`config.mk`:
```
export PLATFORM = sky130hd
export DESIGN_NAME = ps2_rx
export DESIGN_NICKNAME = d
export VERILOG_FILES = /design/src/rtl/ps2_rx.sv
export SDC_FILE = /design/constraint.sdc
export NUM_CORES = 1
export LEC_CHECK = 0
export BUFFER_PORTS_ARGS = -buffer_cell sky130_fd_sc_hd__clkbuf_2
export CAP_MARGIN = 15
export CORE_MARGIN = 2
export CORE_UTILIZATION = 40
export DETAILED_ROUTE_END_ITERATION = 7
export PLACE_DENSITY = 0.55
export RECOVER_POWER = 100
export SLEW_MARGIN = 10
export SYNTH_ARGS = -nofsm -noshare
export SYNTH_HDL_FRONTEND = slang
export SYNTH_SLANG_ARGS = --single-unit
```
`constraint.sdc`:
```
create_clock -name clk -period 2.3 [get_ports clk]
set_input_delay 0.115 -clock clk [delete_from_list [all_inputs] [get_ports clk]]
set_output_delay 0.115 -clock clk [all_outputs]
set_load 0.005 [all_outputs]
```
`src/rtl/ps2_rx.sv`:
```
// Filtered, frame-checked PS/2 keyboard receiver feeding the Tron core.
// Define PS2_DIRECTION_DECODE_EN to also decode the player direction registers.
module ps2_rx #(
    parameter int FILTER_LEN     = 4,
    parameter int TIMEOUT_CYCLES = 50000
) (
    input  logic       clk,
    input  logic       reset,
    input  logic       keyboardCLK,
    input  logic       keyboardData,
    output logic [7:0] code,
    output logic       codeValid,
    output logic       breakCode,
    output logic       extended,
    output logic       frameError,
    output logic [4:0] direction1,
    output logic [4:0] direction2
);
    localparam int            TW        = $clog2(TIMEOUT_CYCLES + 1);
    localparam logic [3:0]    FILT_LAST = 4'(FILTER_LEN - 1);
    localparam logic [TW-1:0] TO_LIMIT  = TW'(TIMEOUT_CYCLES);

    typedef enum logic [1:0] {IDLE, RECV, CHECK} state_t;
    state_t state, stateNext;

    logic [1:0]    clkSync, dataSync;
    logic [3:0]    filtCnt;
    logic          clkFilt, clkFiltPrev;
    logic          fallEdge, dataBit;
    logic [3:0]    bitCnt;
    logic [10:0]   frame;
    logic [TW-1:0] toCnt;
    logic          pendBreak, pendExt;
    logic          timeout, frameGood;
    logic [7:0]    frameData;

    // Filtered level only follows the synchronized clock after a stable run.
    always_ff @(posedge clk) begin
        if (reset) begin
            clkSync     <= 2'b11;
            dataSync    <= 2'b11;
            filtCnt     <= '0;
            clkFilt     <= 1'b1;
            clkFiltPrev <= 1'b1;
        end else begin
            clkSync     <= {clkSync[0], keyboardCLK};
            dataSync    <= {dataSync[0], keyboardData};
            clkFiltPrev <= clkFilt;
            if (clkSync[1] == clkFilt) begin
                filtCnt <= '0;
            end else if (filtCnt == FILT_LAST) begin
                clkFilt <= clkSync[1];
                filtCnt <= '0;
            end else begin
                filtCnt <= filtCnt + 4'd1;
            end
        end
    end

    assign fallEdge  = clkFiltPrev & ~clkFilt;
    assign dataBit   = dataSync[1];
    assign frameData = frame[8:1];
    assign frameGood = ~frame[0] & frame[10] & (^frame[9:1]);

    always_comb begin
        stateNext = state;
        timeout   = 1'b0;
        case (state)
            IDLE:  if (fallEdge && !dataBit) stateNext = RECV;
            RECV: begin
                if (fallEdge) begin
                    if (bitCnt == 4'd10) stateNext = CHECK;
                end else if (toCnt == TO_LIMIT) begin
                    timeout   = 1'b1;
                    stateNext = IDLE;
                end
            end
            CHECK: stateNext = IDLE;
            default: stateNext = IDLE;
        endcase
    end

    always_ff @(posedge clk) begin
        if (reset) begin
            state      <= IDLE;
            bitCnt     <= '0;
            frame      <= '0;
            toCnt      <= '0;
            pendBreak  <= 1'b0;
            pendExt    <= 1'b0;
            code       <= 8'h00;
            codeValid  <= 1'b0;
            breakCode  <= 1'b0;
            extended   <= 1'b0;
            frameError <= 1'b0;
        end else begin
            state      <= stateNext;
            codeValid  <= 1'b0;
            frameError <= 1'b0;
            case (state)
                IDLE: begin
                    toCnt <= '0;
                    if (fallEdge && !dataBit) begin
                        frame[0] <= 1'b0;
                        bitCnt   <= 4'd1;
                    end
                end
                RECV: begin
                    if (fallEdge) begin
                        frame[bitCnt] <= dataBit;
                        bitCnt        <= bitCnt + 4'd1;
                        toCnt         <= '0;
                    end else if (timeout) begin
                        frameError <= 1'b1;
                        pendBreak  <= 1'b0;
                        pendExt    <= 1'b0;
                    end else begin
                        toCnt <= toCnt + TW'(1);
                    end
                end
                CHECK: begin
                    if (!frameGood) begin
                        frameError <= 1'b1;
                        pendBreak  <= 1'b0;
                        pendExt    <= 1'b0;
                    end else if (frameData == 8'hF0) begin
                        pendBreak <= 1'b1;
                    end else if (frameData == 8'hE0) begin
                        pendExt <= 1'b1;
                    end else begin
                        code      <= frameData;
                        codeValid <= 1'b1;
                        breakCode <= pendBreak;
                        extended  <= pendExt;
                        pendBreak <= 1'b0;
                        pendExt   <= 1'b0;
                    end
                end
                default: ;
            endcase
        end
    end

`ifdef PS2_DIRECTION_DECODE_EN
    // A snake may not turn straight back onto itself.
    function automatic logic isOpposite(input logic [4:0] a, input logic [4:0] b);
        return (a == 5'b00010 && b == 5'b01000) || (a == 5'b01000 && b == 5'b00010) ||
               (a == 5'b00100 && b == 5'b10000) || (a == 5'b10000 && b == 5'b00100);
    endfunction

    logic [4:0] req1, req2;

    always_comb begin
        req1 = '0;
        req2 = '0;
        case (code)
            8'h1D: req1 = 5'b00010;
            8'h1C: req1 = 5'b00100;
            8'h1B: req1 = 5'b01000;
            8'h23: req1 = 5'b10000;
            8'h43: req2 = 5'b00010;
            8'h3B: req2 = 5'b00100;
            8'h42: req2 = 5'b01000;
            8'h4B: req2 = 5'b10000;
            default: ;
        endcase
    end

    always_ff @(posedge clk) begin
        if (reset) begin
            direction1 <= 5'b10000;
            direction2 <= 5'b10000;
        end else if (codeValid && !breakCode && !extended) begin
            if (req1 != 5'b0 && !isOpposite(req1, direction1)) direction1 <= req1;
            if (req2 != 5'b0 && !isOpposite(req2, direction2)) direction2 <= req2;
        end
    end
`else
    assign direction1 = 5'b00000;
    assign direction2 = 5'b00000;
`endif
endmodule

```
==> results.json, run 1 <==
{
  "avgSynthCellArea_um2": 8.69,
  "grt_pass1_wl_um": 9800,
  "hp-class": "input pin to flop",
  "maxCapViolCount": 0,
  "timing.slew.headroom_pct": 65.0,
  "slew_viol_final": 0,
  "grt_usage_pct": 16.1,
  "cts_tree": "done",
  "htreeDepth": 3,
  "leakage_nw": 1.31,
  "pin_count": 26,
  "holdPathEnd": "clkFilt",
  "finalSetupViolations": 0,
  "whs_path_depth": 3,
  "numPortBuffers": 15,
  "worst_ir_drop_vdd_mv": 0.311,
  "final_common_cell": "dfxtp_1",
  "die_y_um": 89.2,
  "power-per-cell-area_mw_per_mm2": 693,
  "cts_buffers": 9,
  "wl_um": 6050,
  "fmaxAchievable_mhz": 461,
  "die_area_mm2": 0.00795,
  "drc": 0,
  "r2r_cells": 6,
  "root_buffer": "clkbuf_8",
  "synth_edf_count": 0,
  "grt_max_degree": 46,
  "fin_crit_sh_pct": 94.4,
  "nFillCells": 733,
  "ys_types": 51,
  "cts.clk_slew.worst_paths_ns": 0.06,
  "rrSetupSlack_ns": 0.13,
  "grt_setup_unrepaired": "no",
  "reg2reg_to": "toCnt[3]",
  "synth_ff_type": "dfxtp_1",
  "area_growth_pct": 14.7,
  "antenna_found_initial": 0,
  "mappedNetlistArea_mm2": 0.00290,
  "clk_latency_ns": 0.34,
  "skew_ns": 0.00871,
  "coreArea_mm2": 0.00714,
  "endpoint_kind": "flop",
  "critPathMaxFanout": 9,
  "tightest_slew_ns": 0.525,
  "num_vias": 2331,
  "hp-start": "reset",
  "place_congestion": 0.773,
  "nNetsFinal": 381,
  "grt_pass1_vias": 2027,
  "yosysSeqAreaShare_pct": 39.3,
  "worstPathRequired_ns": 2.55,
  "detail-route-antenna-nets": 0,
  "wl_per_cell_um": 13.0,
  "status": "finished, final reports clean",
  "path_class": "flop to flop",
  "post-route-min-period_ns": 2.17,
  "dr.pass1.iters": 4,
  "synthCells": 334,
  "fin_util_pct": 46.6,
  "vias_per_cell": 5.00,
  "place_hpwl_um": 4190,
  "start_util_pct": 40.7,
  "row_count": 31,
  "die_w_um": 89.2,
  "synthArstFlopShare_pct": 0,
  "cts.sinks": 57,
  "clockBufferDepth": 2,
  "overflow": 0,
  "r2r-start": "toCnt[3]",
  "drt_iter0_markers": 87,
  "synth.yosys.warnings": 0,
  "whs_ns": 0.177,
  "final_cell_mix": "dfxtp_1 (57), nor2_1 (40), nand2_1 (29)",
  "antennaDiodeCount": 0,
  "drive_gt1_share_pct": 11.7,
  "hold_viol": 0,
  "arrival_ns": 2.42,
  "ys_ff_latch": 57,
  "setup_tns_ns": 0,
  "critPathLaunchType": "flop"
}
[per-layer routing]
metal	track usage, %	wire length (um)
met5	0	0
met2	23.8	2620
met1	22.4	3120
met4	6.92	108
met3	3.88	199
[worst max-delay path by stage]
stage	slack [ns]	from	depth (start not counted)	to
2_1_floorplan	0.19	toCnt[3]	6	toCnt[13]
3_3_place_gp	0.18	toCnt[3]	6	toCnt[3]
3_5_place_dp	0.15	toCnt[3]	6	toCnt[3]
4_1_cts	0.13	toCnt[3]	6	toCnt[3]
5_1_grt	0.03	toCnt[3]	6	pendExt
6_report	0.13	toCnt[3]	6	toCnt[3]
[area by class of cell]
| cell class | count | area [um2] | share of cell area (%) |
|---|---|---|---|
| Multi-Input combinational cell | 246 | 1590 | 47.7 |
| Timing Repair Buffer | 29 | 159 | 4.77 |
| Clock inverter | 5 | 103 | 3.08 |
| Tap cell | 99 | 124 | 3.72 |
| Clock buffer | 11 | 141 | 4.25 |
| Sequential cell | 57 | 1140 | 34.3 |
| Inverter | 19 | 71.3 | 2.14 |
[power by group]
group	internal, W	switching [W]
registers	0.000995	0.00000774
logic	0.0000505	0.0000932
clock network	0.000748	0.000412
total	0.00179	0.000513
[sequential cells by signal, summed over array words and instances, names as in the netlist, 2 cells and up]
register	flops
toCnt	16
frame	11
code	8
bitCnt	4
filtCnt	4
clkSync	2
dataSync	2
state	2
[cells by family after synthesis]
group | after synthesis | synth area share [%]
xor gates and xnor gates | 9 | 3.19
AOI/OAI and AO/OA | 52 | 12.5
muxes | 20 | 6.90
DFF | 57 | 39.3
buffers and inverters | 40 | 6.77
and+or+nand+nor | 140 | 24.8
adders and majority gates | 15 | 6.47
other | 1 | 0.129
[repair_timing]
item                                   in CTS  in global routing
setup endpoints to repair                   0                  0
hold buffers                                2                  0
resized for setup                           0                  0
endpoints found under the hold margin       2                  0
setup buffers                               0                  0
[Yosys cell counts (2+ instances only)]
cell type  instances  area, um2
nand4_1            6       37.5
buf_1              2       7.51
o211ai_1           2       15.0
or4_4              2       22.5
xor2_1             3       26.3
inv_1             18       67.6
nand3_1           12       60.1
and4_1             2       17.5
ha_1              15        188
xnor2_1            5       43.8
a211oi_2           3       37.5
nand2b_1           4       25.0
mux2i_1           20        200
or3_1              3       18.8
nor2_1            40        150
o21ai_0            9       45.0
dfxtp_1           57       1140
nor3_1            12       60.1
and3_1             7       43.8
or2_2              7       43.8
a311oi_1           2       17.5
nand2_1           29        109
a211oi_1           5       37.5
a21oi_1           15       75.1
a21o_1             2       15.0
and3b_1            2       17.5
clkbuf_1           7       26.3
a31oi_1            6       37.5
or4_1              3       22.5
nor3b_1            3       22.5
buf_4             10       75.1
and2_1             2       12.5
[stage by stage]
| stage | cell area, um2 | power (W) | std cells | worst slack (ns) |
|---|---|---|---|---|
| floorplan | 2940 | 0.00114 | 343 | 0.189 |
| global placement | 3100 | 0.00117 | 448 | 0.185 |
| detailed placement | 3100 | 0.00117 | 448 | 0.149 |
| CTS | 3360 | 0.00234 | 466 | 0.128 |
| global route | 3330 | 0.00240 | 466 | 0.0275 |
| finish | 3330 | 0.00231 | 466 | 0.128 |
[worst max-delay path, cell delays in order, from the launching register on]
cell	delay, ns
dfxtp_1	0.35
or4_1	0.55
or4_4	0.60
o21ai_4	0.15
buf_4	0.17
a21oi_1	0.05
a211oi_1	0.22
Power figures use the tool's default switching activity.
==> inputs of run 2 (changes only) <==
--- a/config.mk
+++ b/config.mk
@@ -7,7 +7,7 @@
 export LEC_CHECK = 0
 export BUFFER_PORTS_ARGS = -buffer_cell sky130_fd_sc_hd__clkbuf_2
 export CAP_MARGIN = 15
-export CORE_MARGIN = 2
+export CORE_MARGIN = 5
 export CORE_UTILIZATION = 40
 export DETAILED_ROUTE_END_ITERATION = 7
 export PLACE_DENSITY = 0.55
==> results.json, run 2 (synthesis results as in run 1) <==
{
  "num_vias": 2326,
  "slew_viol_final": 0,
  "max_stage_delay_ns": 0.60,
  "pin_count": 26,
  "critPathMaxFanout": 7,
  "start_util_pct": 40.5,
  "grt_usage_pct": 15.3,
  "cts.sinks": 57,
  "coreArea_mm2": 0.00718,
  "total_power_w": 0.00196,
  "root_buffer": "clkbuf_8",
  "nNetsFinal": 380,
  "setup_tns_ns": 0,
  "finalSetupViolations": 0,
  "finalNonFillerCells": 465,
  "final_common_cell": "dfxtp_1",
  "reg_top3": "toCnt x16, frame x11, code x8",
  "final_cell_mix": "dfxtp_1 (57), nor2_1 (40), nand2_1 (29)",
  "skew_ns": 0.00982,
  "vias_per_cell": 5.00,
  "fin_crit_sh_pct": 96.7,
  "design_area_mm2": 0.00325,
  "status": "finished, final reports clean",
  "row_count": 31,
  "leakage_nw": 1.26,
  "tightest_slew_ns": 0.598,
  "cts_buffers": 9,
  "fmaxAchievable_mhz": 450,
  "crit_chain": "or4_4 -> or4_4 -> o21ai_4 -> clkbuf_2 -> a21oi_1 -> a211oi_2",
  "drive_gt1_share_pct": 12.0,
  "endpoint_kind": "flop",
  "antenna_found_initial": 0,
  "worstPathRequired_ns": 2.56,
  "grt_max_degree": 46,
  "clk_latency_ns": 0.34,
  "whs_ns": 0.192,
  "drt_iter0_markers": 114,
  "detail-route-antenna-nets": 0,
  "path_class": "flop to flop",
  "worst_path_max_delay_cell": "or4_4",
  "htreeDepth": 3,
  "area_growth_pct": 11.9,
  "maxCapViolCount": 0,
  "largest_register": "toCnt",
  "antennaDiodeCount": 0,
  "cts_tree": "done",
  "cts_resized": 0,
  "grt_pass1_wl_um": 10800,
  "cts_setup_buffers": 0,
  "numPortBuffers": 15,
  "crit_top_cell": "or4_4",
  "largest_reg_flops": 16,
  "regArea_mm2": 0.00114,
  "wl_per_cell_um": 13.3,
  "power-per-cell-area_mw_per_mm2": 603,
  "wl_um": 6200,
  "timing.slew.headroom_pct": 60.1,
  "clockBufferDepth": 2,
  "drc": 0,
  "dr.pass1.iters": 4,
  "die_area_mm2": 0.00906,
  "post-route-min-period_ns": 2.22,
  "hold_viol": 0,
  "hp-class": "input pin to flop",
  "worst_ir_drop_vdd_mv": 0.253,
  "dpl_cell_area_mm2": 0.00309,
  "post-place-cells": 447,
  "overflow": 0,
  "die_w_um": 95.2,
  "critPathLaunchType": "flop",
  "cts.clk_slew.worst_paths_ns": 0.07,
  "die_y_um": 95.2,
  "grt_pass1_vias": 2260,
  "arrival_ns": 2.48,
  "grt_setup_unrepaired": "no",
  "place_hpwl_um": 4280,
  "place_congestion": 0.811,
  "nFillCells": 730,
  "multiInputGateArea_mm2": 0.00159
}
==> run 2: path summary, 6_finish.rpt <==
kind                     from          end  slack, ns  cells past startpoint
setup reg to reg     toCnt[3]    toCnt[14]       0.08                      6
setup / recovery     toCnt[3]    toCnt[14]       0.08                      6
hold reg to reg   dataSync[0]  dataSync[1]       0.42                      1
hold / removal          reset      clkFilt       0.19                      3
==> run 2: where the power goes <==
| group | internal (W) | switching (W) |
|---|---|---|
| clock | 0.000385 | 0.000431 |
| combinational | 0.0000470 | 0.0000926 |
| sequential | 0.000994 | 0.00000829 |
| total | 0.00143 | 0.000532 |
==> run 2: repair_timing <==
action / 4_1_cts / 5_1_grt
endpoints found under the hold margin: 2 / 0
hold buffers: 2 / 0
endpoints found under the setup margin: 0 / 0
==> run 2: cell type report <==
type	instances	share of cell area, %
clock buffers	9	3.81
repair buffers	28	4.58
multi-input cells	246	49.0
clock inverters	7	1.46
well taps	99	3.81
flip-flops and latches	57	35.1
inverters	19	2.19
==> run 2: worst max-delay path: cells and delay by family (launching register included) <==
kind | cells | cell delay, ns
compound gates | 3 | 0.44
simple gates | 2 | 1.15
buf+inv | 1 | 0.21
flops | 1 | 0.35
==> run 2: metrics by stage <==
stage          worst slack, ns  utilization, %
4_1_cts                  0.121            45.8
6_report                0.0759            45.3
2_1_floorplan            0.189               -
3_3_place_gp             0.175            43.1
3_5_place_dp             0.135            43.1
5_1_grt                 0.0107            45.3
==> run 2: metal layers <==
metal  global-route usage (%)  vias up  part of all wire (%)
li1                         -     1201                     -
met1                     20.5     1070                    49
met2                     23.4       46                    44
met3                     4.97        9                   5.1
met4                     4.69        0                   1.4
met5                        0        -                     0
==> inputs of run 3 (changes only) <==
==> constraint.sdc (replaced) <==
create_clock -name clk -period 2.3 [get_ports clk]
set_input_delay 0.23 -clock clk [delete_from_list [all_inputs] [get_ports clk]]
set_output_delay 0.23 -clock clk [all_outputs]
set_load 0.005 [all_outputs]
==> results.json, run 3 (synthesis results as in run 1) <==
{
  "status": "finished, final reports clean",
  "total_power_w": 0.00195,
  "setup_tns_ns": 0,
  "p_clk_share_pct": 41.7,
  "pin_count": 26,
  "intPower_w": 0.00142,
  "arrival_ns": 2.48,
  "switching_share_pct": 27.1,
  "drive_gt1_share_pct": 11.8,
  "grt_max_degree": 46,
  "reg2reg_to": "toCnt[14]",
  "cts.clk_slew.worst_paths_ns": 0.07,
  "wl_um": 6180,
  "drc": 0,
  "antennaDiodeCount": 0,
  "cts_setup_buffers": 0,
  "cts.sinks": 57,
  "numPortBuffers": 15,
  "drt_iter0_markers": 112,
  "whs_path_depth": 2,
  "num_vias": 2310,
  "final_cell_mix": "dfxtp_1 (57), nor2_1 (40), nand2_1 (29)",
  "largest_reg_flops": 16,
  "whs_ns": 0.0792,
  "nNetsFinal": 378,
  "place_hpwl_um": 4280,
  "dr.pass1.iters": 4,
  "holdPathEnd": "dataSync[0]",
  "clk_latency_ns": 0.34,
  "cts_buffers": 9,
  "hp-class": "input pin to flop",
  "power-per-cell-area_mw_per_mm2": 605,
  "antenna_found_initial": 0,
  "die_y_um": 95.2,
  "rrSetupSlack_ns": 0.07,
  "r2r-start": "toCnt[3]",
  "root_buffer": "clkbuf_8",
  "fin_util_pct": 45.0,
  "tightest_slew_ns": 0.598,
  "final_common_cell": "dfxtp_1",
  "worst_ir_drop_vdd_mv": 0.253,
  "maxCapViolCount": 0,
  "finalSetupViolations": 0,
  "met1_length_um": 3070,
  "fin_crit_sh_pct": 96.8,
  "leakage_nw": 1.25,
  "area_growth_pct": 11.2,
  "timing.slew.headroom_pct": 60.1,
  "critPathLaunchType": "flop",
  "pwr-share-comb_pct": 7.0,
  "coreArea_mm2": 0.00718,
  "skew_ns": 0.00982,
  "reg_top3": "toCnt x16, frame x11, code x8",
  "htreeDepth": 3,
  "grt_setup_unrepaired": "no",
  "grt_usage_pct": 15.3,
  "wl_met3_um": 290,
  "post-route-min-period_ns": 2.23,
  "place_congestion": 0.811,
  "grt_pass1_wl_um": 10800,
  "top_layer": "met4",
  "detail-route-antenna-nets": 0,
  "hold_buffers": 0,
  "overflow": 0,
  "r2r_cells": 6,
  "grt_pass1_vias": 2243,
  "start_util_pct": 40.5,
  "vias_per_cell": 4.99,
  "p_seq_share_pct": 51.3,
  "slew_viol_final": 0,
  "path_class": "flop to flop",
  "met2_length_um": 2730,
  "p_sw_w": 0.000530,
  "critPathMaxFanout": 7,
  "die_w_um": 95.2,
  "worstPathRequired_ns": 2.56,
  "largest_register": "toCnt",
  "endpoint_kind": "flop",
  "clockBufferDepth": 2,
  "cts_tree": "done",
  "fmaxAchievable_mhz": 449,
  "wl_per_cell_um": 13.3,
  "row_count": 31,
  "cts_resized": 0,
  "hp-start": "keyboardData",
  "hold_viol": 0,
  "die_area_mm2": 0.00906
}
## run 3: changes by cell type in the layout (fill, tap and decap cells not counted), sizes merged
cell / change
dlygate4sd3: -2
## run 3: critical path, stage by stage (launching register included)
cell and delay (ns):
dfxtp_1 0.35, or4_4 0.55, or4_4 0.60, o21ai_4 0.15, clkbuf_2 0.21, a21oi_1 0.07, a211oi_2 0.22
## run 3: area by class of cell
class | count | area (um2)
tap | 99 | 124
inverter | 19 | 71.3
sequential | 57 | 1140
clock buffer | 9 | 124
fill | 735 | 3950
timing repair buffer | 26 | 128
clock inverter | 7 | 47.5
multi-input combinational | 246 | 1590
## run 3: worst max-delay path by stage
stage / startpoint / to
2_1_floorplan: toCnt[3] / toCnt[13]
3_3_place_gp: toCnt[3] / toCnt[3]
3_5_place_dp: toCnt[3] / toCnt[14]
4_1_cts: toCnt[3] / toCnt[3]
5_1_grt: toCnt[2] / toCnt[14]
6_report: toCnt[3] / toCnt[14]
## run 3: power groups by stage
stage / combinational [W] / clock, W / sequential (W)
6_report: 0.000137 / 0.000815 / 0.00100
3_3_place_gp: 0.000139 / 0 / 0.00103
2_1_floorplan: 0.000115 / 0 / 0.00102
4_1_cts: 0.000141 / 0.000843 / 0.00100
3_5_place_dp: 0.000140 / 0 / 0.00103
5_1_grt: 0.000153 / 0.000885 / 0.00100
## run 3: per-layer routing
metal | track usage (%) | up-vias
met5 | 0 | -
met4 | 4.69 | 0
met3 | 4.97 | 9
met2 | 23.3 | 43
met1 | 20.5 | 1061
li1 | - | 1197
## run 3: per-stage QoR
stage	instance area (um2)	setup slack [ns]	cells
final	3230	0.0735	463
after global routing	3230	0.0107	463
after CTS	3260	0.121	463
after detailed placement	3090	0.135	447
after global placement	3090	0.175	447
after floorplan	2940	0.189	343
